<file path="config.mk">
export PLATFORM = sky130hd
export DESIGN_NAME = npc_unit
export DESIGN_NICKNAME = d
export VERILOG_FILES = /design/src/rtl/cpu_defs.sv /design/src/rtl/npc_sel.sv /design/src/rtl/npc_unit.sv
export SDC_FILE = /design/constraint.sdc
export NUM_CORES = 1
export LEC_CHECK = 0
export ABC_AREA = 0
export CAP_MARGIN = 20
export CORE_MARGIN = 10
export CORE_UTILIZATION = 39
export DETAILED_ROUTE_END_ITERATION = 8
export GPL_TIMING_DRIVEN = 1
export PLACE_DENSITY = 0.9
export SLEW_MARGIN = 20
export SYNTH_ARGS = -nofsm -noshare
export SYNTH_HDL_FRONTEND = slang
export SYNTH_HIERARCHICAL = 1
export SYNTH_SLANG_ARGS = --single-unit
</file>
<file path="constraint.sdc">
create_clock -name clk -period 1.95 [get_ports clk]
set_clock_uncertainty 0.05 [all_clocks]
set_input_delay 0.39 -clock clk [delete_from_list [all_inputs] [get_ports clk]]
set_output_delay 0.39 -clock clk [all_outputs]
set_load 0.02 [all_outputs]
</file>
<file path="src/rtl/cpu_defs.sv">
// Shared core definitions: next-PC mux codes (also used by branch control),
// reset/trap addresses and the redirect controller's state codes.
package cpu_defs;

    typedef enum logic [1:0] {
        NPC_PLUS4      = 2'b00,
        NPC_PC_OFFSET  = 2'b01,
        NPC_REG_OFFSET = 2'b10,
        NPC_INTERRUPT  = 2'b11
    } npc_sel_e;

    typedef enum logic {
        ST_RUN  = 1'b0,
        ST_TRAP = 1'b1
    } npc_state_e;

    localparam logic [31:0] RESET_PC_DEF = 32'h0000_0000;
    localparam logic [31:0] TRAP_VEC_DEF = 32'h0000_1C00;

endpackage

</file>
<file path="src/rtl/npc_sel.sv">
// Combinational priority resolution for the fetch PC: EX redirect / sync trap /
// mret, then interrupt, then stall, then sequential advance.
module npc_sel
    import cpu_defs::*;
#(
    parameter logic [31:0] TRAP_VEC = TRAP_VEC_DEF
) (
    input  logic        rst_i,
    input  logic        in_trap_i,
    input  logic [31:0] pc_i,
    input  logic [31:0] epc_i,
    input  logic        ex_valid_i,
    input  logic [1:0]  npc_mux_sel_i,
    input  logic [31:0] pc_offset_i,
    input  logic [31:0] reg_offset_i,
    input  logic [31:0] ex_pc_i,
    input  logic        ex_mret_i,
    input  logic        id_valid_i,
    input  logic [31:0] id_pc_i,
    input  logic        stall_i,
    input  logic        irq_i,
    output logic [31:0] npc_o,
    output logic        flush_o,
    output logic        epc_ld_o,
    output logic [31:0] epc_d_o,
    output logic        to_trap_o,
    output logic        to_run_o,
    output logic        irq_take_o
);

    logic redir_pc, redir_reg, sync_trap, mret_take, ex_event;

    assign redir_pc   = ex_valid_i && (npc_mux_sel_i == NPC_PC_OFFSET);
    assign redir_reg  = ex_valid_i && (npc_mux_sel_i == NPC_REG_OFFSET);
    // sel INTERRUPT inside the handler degrades to PLUS4: single trap level only
    assign sync_trap  = ex_valid_i && (npc_mux_sel_i == NPC_INTERRUPT) && !in_trap_i;
    assign mret_take  = ex_valid_i && ex_mret_i && in_trap_i;
    assign ex_event   = redir_pc || redir_reg || sync_trap || mret_take;
    assign irq_take_o = irq_i && !in_trap_i && !ex_event && !stall_i && !rst_i;

    always_comb begin
        npc_o     = pc_i + 32'd4;
        epc_ld_o  = 1'b0;
        epc_d_o   = ex_pc_i + 32'd4;
        to_trap_o = 1'b0;
        to_run_o  = 1'b0;
        if (redir_pc) begin
            npc_o = {pc_offset_i[31:2], 2'b00};
        end else if (redir_reg) begin
            npc_o = {reg_offset_i[31:2], 2'b00};
        end else if (sync_trap) begin
            npc_o     = TRAP_VEC;
            epc_ld_o  = 1'b1;
            to_trap_o = 1'b1;
        end else if (mret_take) begin
            npc_o    = epc_i;
            to_run_o = 1'b1;
        end else if (irq_take_o) begin
            // resume at the oldest instruction not yet executed
            npc_o     = TRAP_VEC;
            epc_ld_o  = 1'b1;
            epc_d_o   = id_valid_i ? id_pc_i : pc_i;
            to_trap_o = 1'b1;
        end else if (stall_i) begin
            npc_o = pc_i;
        end
    end

    assign flush_o = !rst_i && (ex_event || irq_take_o);

endmodule

</file>
<file path="src/rtl/npc_unit.sv">
// Fetch PC register and redirect controller; all decisions live in npc_sel,
// this level only holds pc, epc, trap state and the irq acknowledge pulse.
module npc_unit
    import cpu_defs::*;
#(
    parameter logic [31:0] RESET_PC = RESET_PC_DEF,
    parameter logic [31:0] TRAP_VEC = TRAP_VEC_DEF
) (
    input  logic        clk,
    input  logic        rst,
    input  logic        ex_valid,
    input  logic [1:0]  npc_mux_sel,
    input  logic [31:0] pc_offset,
    input  logic [31:0] reg_offset,
    input  logic [31:0] ex_pc,
    input  logic        ex_mret,
    input  logic        id_valid,
    input  logic [31:0] id_pc,
    input  logic        stall,
    input  logic        irq,
    output logic [31:0] pc,
    output logic        flush,
    output logic [31:0] epc,
    output logic        in_trap,
    output logic        irq_ack
);

    logic [31:0] pc_q, pc_d, epc_q, epc_d;
    npc_state_e  state_q;
    logic        irq_ack_q;
    logic        epc_ld, to_trap, to_run, irq_take;

    npc_sel #(.TRAP_VEC(TRAP_VEC)) u_sel (
        .rst_i         (rst),
        .in_trap_i     (state_q == ST_TRAP),
        .pc_i          (pc_q),
        .epc_i         (epc_q),
        .ex_valid_i    (ex_valid),
        .npc_mux_sel_i (npc_mux_sel),
        .pc_offset_i   (pc_offset),
        .reg_offset_i  (reg_offset),
        .ex_pc_i       (ex_pc),
        .ex_mret_i     (ex_mret),
        .id_valid_i    (id_valid),
        .id_pc_i       (id_pc),
        .stall_i       (stall),
        .irq_i         (irq),
        .npc_o         (pc_d),
        .flush_o       (flush),
        .epc_ld_o      (epc_ld),
        .epc_d_o       (epc_d),
        .to_trap_o     (to_trap),
        .to_run_o      (to_run),
        .irq_take_o    (irq_take)
    );

    always_ff @(posedge clk) begin
        if (rst) begin
            pc_q      <= RESET_PC;
            epc_q     <= 32'h0;
            state_q   <= ST_RUN;
            irq_ack_q <= 1'b0;
        end else begin
            pc_q      <= pc_d;
            irq_ack_q <= irq_take;
            if (epc_ld) epc_q <= epc_d;
            if (to_trap)     state_q <= ST_TRAP;
            else if (to_run) state_q <= ST_RUN;
        end
    end

    assign pc      = pc_q;
    assign epc     = epc_q;
    assign in_trap = (state_q == ST_TRAP);
    assign irq_ack = irq_ack_q;

endmodule

</file>
==> results of run 1 <==
## state kept, by name, indices dropped and copies added, names as in the netlist
| name | flops |
|---|---|
| epc | 32 |
| in_trap | 1 |
| irq_ack | 1 |
| pc | 32 |
## power groups by stage
stage | combinational [W] | sequential (W) | clock [W]
6_report | 0.00136 | 0.00150 | 0.00182
5_1_grt | 0.00144 | 0.00151 | 0.00187
4_1_cts | 0.00128 | 0.00150 | 0.00182
3_5_place_dp | 0.00126 | 0.00153 | 0
3_3_place_gp | 0.00124 | 0.00152 | 0
2_1_floorplan | 0.000430 | 0.00162 | 0
## path summary, 6_finish.rpt
check                               startpoint  slack [ps]  cells past startpoint     end
worst max-delay path            npc_mux_sel[0]         -20                     10  pc[14]
worst min-delay path                    epc[3]         480                      2  epc[3]
worst max register to register          pc[10]         -20                      7  pc[28]
worst min register to register          epc[3]         480                      2  epc[3]
## routing by layer
layer | up-vias | wire length, um | GRT usage [%]
li1 | 2688 | - | -
met5 | - | 0 | 0
met3 | 65 | 2062 | 4.909
met4 | 0 | 990 | 10.91
met1 | 2760 | 8340 | 27.67
met2 | 352 | 10540 | 39.62
## cells by family (layout without fill, tap and decap cells)
kind of cell	Yosys count	after routing
other	0	1
XOR/XNOR	55	55
buffers and inverters	52	347
adder cells (fa/ha/maj)	2	2
AO/OA/AOI/OAI	142	142
multiplexers	38	38
flip-flops	66	66
AND/OR/NAND/NOR	220	221
## stage by stage
step	area [um2]	setup TNS [ps]	setup slack, ps	hold WS [ps]
after floorplan	4736	0	3.215	496.9
after global placement	7612	-26020	-502.1	445.2
after detailed placement	7612	-29370	-580.0	465.1
after CTS	7970	0	1.080	481.8
after global routing	8269	-466.3	-98.10	507.5
final	8269	-36.88	-19.05	478.0
## cells in the mapped netlist, types with 14 or more instances
master | instances | area, um2
o21ai_0 | 35 | 175.2
xnor2_1 | 15 | 131.4
mux2i_1 | 37 | 370.4
nor2_1 | 46 | 172.7
nand4_1 | 20 | 125.1
nand2_1 | 29 | 108.9
a211oi_1 | 23 | 172.7
nand3_1 | 20 | 100.1
nor2b_1 | 56 | 350.3
a222oi_1 | 19 | 190.2
clkbuf_1 | 24 | 90.09
a22oi_1 | 14 | 105.1
xor2_1 | 40 | 350.3
dfxtp_1 | 66 | 1321
a21oi_1 | 34 | 170.2
## worst max-delay path, stage by stage
cell	delay [ps]
dlygate4sd2_1	250
buf_6	130
nor2b_1	160
buf_4	160
and2_4	170
buf_4	160
a221o_1	260
a21oi_1	180
a21oi_1	90
nor2b_1	150
## what timing repair did
action | in CTS | in global routing
gates cloned | 1 | 6
gates resized for setup | 31 | 41
setup buffers | 1 | 6
endpoints found under the setup margin | 63 | 47
pin swaps | 9 | 21
## area by class of cell
type                            instances  area (um2)  share of cell area, %
Antenna cell                            1       2.502                0.03026
Sequential cell                        66        1330                  16.08
Inverter                               11       45.04                 0.5447
Multi-Input combinational cell        458        3289                  39.78
Timing Repair Buffer                  320        3088                  37.34
Tap cell                              147       183.9                  2.224
Clock buffer                           12       256.5                  3.102
Clock inverter                          4       73.82                 0.8927
==> flow_summary.ini, run 1 <==
[run_status]
run_status = complete, but fails checks
violations = negative setup slack

[clock_network]
cts_hold_buf = 0
cts.sinks = 66
path_clk_slew_ps = 60
clock_latency_ps = 340
htreeDepth = 3
cts_root_buf = clkbuf_16
cts_tree = yes
clock_path_buffers = 2
numCtsBuffers = 9

[floorplan]
start_util_pct = 39.45
top_level_ports = 204
row_count = 40
die_w_um = 129.8
core-area_um2 = 11910
die_area_um2 = 16840
dieHeight_um = 129.8

[logic_synthesis]
synth_cell_types = 51
yosysSeqAreaShare_pct = 28.12
synth_seq_cells = 66
muxShareOfSynthArea_pct = 8.120
synth_top_family_by_area = simple AND/OR/NAND/NOR gates
synth_compound_area_share_pct = 20.45
synth_fp_nets = 714
avgSynthCellArea_um2 = 8.173
async_reset_ff_share_pct = 0
syn_inst = 575
ys_warn_count = 6
synth_enable_flop_cells = 0
synthXorXnorAreaFrac_pct = 10.25
synth_ff_type = dfxtp_1
synth_adder_area_share_pct = 0.5325
netlist_area_um2 = 4700
synthSimpleGateAreaFrac_pct = 26.84

[route]
viasPerCell = 5.756
vias = 5865
routed_wl_mm = 21.94
ant_nets = 0
first_pass_iters = 8
drc_errors = 0
wire_per_inst_um = 21.53
drt_iter0_drc = 689

[finish]
layout_commonest_cell = clkdlybuf4s50_1
layout_common_cells = 175 x clkdlybuf4s50_1, 98 x buf_4, 63 x dfxtp_1
final_util_pct = 69.42
layout-drive-gt1-share_pct = 21.01
fin_nets = 1005
fin_cells = 1019
area_growth_pct = 75.96
num-fill-cells = 869

[sta]
rsz0062_at_grt = yes
timing.final.crit_share_pct = 101.0
setup_ws_ps = -19.05
min_period_ps = 1969
fmax_mhz = 507.9
tightest_slew_ps = 720.1
finalSetupViolCount = 2
hold_viol_final = 0
max_slew_margin_pct = 51.99
maxSlewViolCount = 0

[power_and_ir_drop]
powerDensity_nw_per_um2 = 566.1
vdd_drop_max_mv = 0.4685
p_leak_nw = 3.289
switching_share_pct = 28.22
power.switching_w = 0.001321
seqPwrFrac_pct = 32.1
p_int_w = 0.003360
comb_power_share_pct = 29.1
total_power_w = 0.004681
p_clk_share_pct = 38.8

[global_routing]
antenna_found_initial = 1
grt_max_degree = 67
grt_overflow = 0
grt_pass1_vias = 5655
grt_use_total_pct = 23.37
grt_pass1_wl_mm = 30.88

[flow_run]
maxCapViolCount = 0

[placed_design]
numPortBuffers = 199
place.gp.congestion = 0.9020
post-dp-hpwl_mm = 15.54
placed_cells = 990

[setup_path]
critPathRequiredTime_ps = 2090
start_kind = input pin
endpoint_kind = flop
critPathKind = in -> reg
worstPathMaxFanout = 6
worstPathArrival_ps = 2110

[worst_hold_path]
hold_class = reg -> reg
Note: power is estimated with default switching activity, not from simulation.
==> run 2, diff against run 1 <==
--- a/config.mk
+++ b/config.mk
@@ -6,6 +6,7 @@
 export NUM_CORES = 1
 export LEC_CHECK = 0
 export ABC_AREA = 0
+export ABC_CLOCK_PERIOD_IN_PS = 1950
 export CAP_MARGIN = 20
 export CORE_MARGIN = 10
 export CORE_UTILIZATION = 39
==> results of run 2 <==
Same layout as run 1: the final DEF is identical, and so are final timing and power.
==> run 3, diff against run 2 <==
--- a/config.mk
+++ b/config.mk
@@ -6,13 +6,13 @@
 export NUM_CORES = 1
 export LEC_CHECK = 0
 export ABC_AREA = 0
-export ABC_CLOCK_PERIOD_IN_PS = 1950
+export ABC_CLOCK_PERIOD_IN_PS = 2200
 export CAP_MARGIN = 20
 export CORE_MARGIN = 10
-export CORE_UTILIZATION = 39
+export CORE_UTILIZATION = 43
 export DETAILED_ROUTE_END_ITERATION = 8
 export GPL_TIMING_DRIVEN = 1
-export PLACE_DENSITY = 0.9
+export PLACE_DENSITY = 0.93
 export SLEW_MARGIN = 20
 export SYNTH_ARGS = -nofsm -noshare
 export SYNTH_HDL_FRONTEND = slang
==> constraint.sdc (replaced) <==
create_clock -name clk -period 2.2 [get_ports clk]
set_clock_uncertainty 0.05 [all_clocks]
set_input_delay 0.44 -clock clk [delete_from_list [all_inputs] [get_ports clk]]
set_output_delay 0.44 -clock clk [all_outputs]
set_load 0.02 [all_outputs]
==> flow_summary.ini, run 3 (synthesized netlist as in run 1, its figures left out) <==
[sta]
maxSlewViolCount = 0
setup_ws_ps = 36.52
tns_ps = 0
fmax_mhz = 462.2
hold_viol_final = 0
tightest_slew_ps = 718.9
finalSetupViolCount = 0
max_slew_margin_pct = 52.07
rsz0062_at_grt = yes
min_period_ps = 2163
timing.final.crit_share_pct = 98.34

[floorplan]
die_area_um2 = 15510
core-area_um2 = 10790
top_level_ports = 204
start_util_pct = 43.54
dieHeight_um = 124.5
die_w_um = 124.5
row_count = 38

[route]
drt_iter0_drc = 527
wire_per_inst_um = 20.20
ant_nets = 0
routed_wl_mm = 19.95
viasPerCell = 5.703
vias = 5635
first_pass_iters = 5
drc_errors = 0

[setup_path]
reg2reg_slack_ps = 160
start_kind = input pin
endpoint_kind = flop
critPathKind = in -> reg
r2r-start = in_trap
worstPathMaxFanout = 10
critPathRequiredTime_ps = 2360
r2r-end = epc[25]
worstPathArrival_ps = 2320
reg2reg_depth = 8

[placed_design]
post-dp-hpwl_mm = 15.07
place.gp.congestion = 0.8636
numPortBuffers = 199
pre_cts_slack_ps = -436.0
placed_cells = 968

[clock_network]
path_clk_slew_ps = 80
numCtsBuffers = 9
cts_tree = yes
clock_path_buffers = 2
htreeDepth = 3
clock_latency_ps = 350
cts_root_buf = clkbuf_8
cts_hold_buf = 0
cts.sinks = 66

[power_and_ir_drop]
p_int_w = 0.002699
p_clk_share_pct = 35.0
powerDensity_nw_per_um2 = 483.6
seqPwrFrac_pct = 35.2
power.switching_w = 0.001081
comb_power_share_pct = 29.8
vdd_drop_max_mv = 0.3357
p_leak_nw = 3.005
switching_share_pct = 28.60

[global_routing]
grt_pass1_vias = 5722
grt_use_total_pct = 24.01
antenna_found_initial = 0
grt_pass1_wl_mm = 30.79
grt_max_degree = 67
grt_overflow = 0

[finish]
layout-drive-gt1-share_pct = 15.92
area_growth_pct = 66.32
fin_nets = 982
final_util_pct = 72.42
n_antenna_cell = 0
num-fill-cells = 767
layout_commonest_cell = clkdlybuf4s50_1
layout_common_cells = 194 x clkdlybuf4s50_1, 86 x buf_4, 66 x dfxtp_1
fin_cells = 988

[run_status]
run_status = completed

[worst_hold_path]
hold_end = epc[30]
holdCritStartpoint = epc[30]
hold_class = reg -> reg
min_path_cells = 2

[flow_run]
maxCapViolCount = 0
run 3: worst max-delay path by stage:
stage                              start  endpoint  cells past startpoint
after floorplan                    pc[2]    pc[22]                      7
after global placement          ex_valid     flush                      6
after detailed placement        ex_valid     flush                      6
after CTS                          stall   epc[10]                      9
after global routing                 irq   epc[17]                      9
final                     npc_mux_sel[0]    pc[22]                     10
run 3: final cells by class:
class | instances | area, um2 | area share (%)
timing repair buffer | 298 | 2877 | 36.80
tap | 140 | 175.2 | 2.241
sequential | 66 | 1321 | 16.90
clock inverter | 5 | 100.1 | 1.281
inverter | 11 | 45.04 | 0.5763
clock buffer | 11 | 151.4 | 1.937
multi-input combinational | 457 | 3147 | 40.26
run 3: power by group through the flow:
stage	registers [W]	clock network, W	logic, W
2_1_floorplan	0.00144	0	0.000378
5_1_grt	0.00134	0.00138	0.00120
3_5_place_dp	0.00136	0	0.00110
6_report	0.00133	0.00132	0.00113
4_1_cts	0.00133	0.00133	0.00111
3_3_place_gp	0.00135	0	0.00107
run 3: per-layer routing:
| layer | wire [um] | part of all wire (%) | GRT usage, % | up-vias |
|---|---|---|---|---|
| li1 | - | - | - | 2636 |
| met1 | 8047 | 40 | 28.20 | 2652 |
| met2 | 9395 | 47 | 39.58 | 291 |
| met3 | 1667 | 8.4 | 5.957 | 56 |
| met4 | 842 | 4.2 | 12.20 | 0 |
| met5 | 0 | 0 | 0 | - |
run 3: worst max-delay path, cell delays in order:
cell	delay, ps
clkdlybuf4s50_1	440
buf_6	150
nor2b_2	160
buf_4	130
and2_4	160
buf_6	140
a222oi_1	350
buf_4	190
o21ai_2	40
nor2b_1	120
run 3: per-stage QoR:
stage | hold slack (ps) | area, um2 | total power (W)
2_1_floorplan | 540.1 | 4700 | 0.001814
3_3_place_gp | 447.3 | 7495 | 0.002427
3_5_place_dp | 467.2 | 7495 | 0.002454
4_1_cts | 490.0 | 7741 | 0.003771
5_1_grt | 511.2 | 7816 | 0.003918
6_report | 490.9 | 7816 | 0.003780
run 3: repair_timing:
| action | in CTS | in global routing |
|---|---|---|
| pin swaps | 0 | 2 |
| setup buffers | 0 | 4 |
| setup endpoints to repair | 1 | 49 |
| gates resized for setup | 4 | 15 |
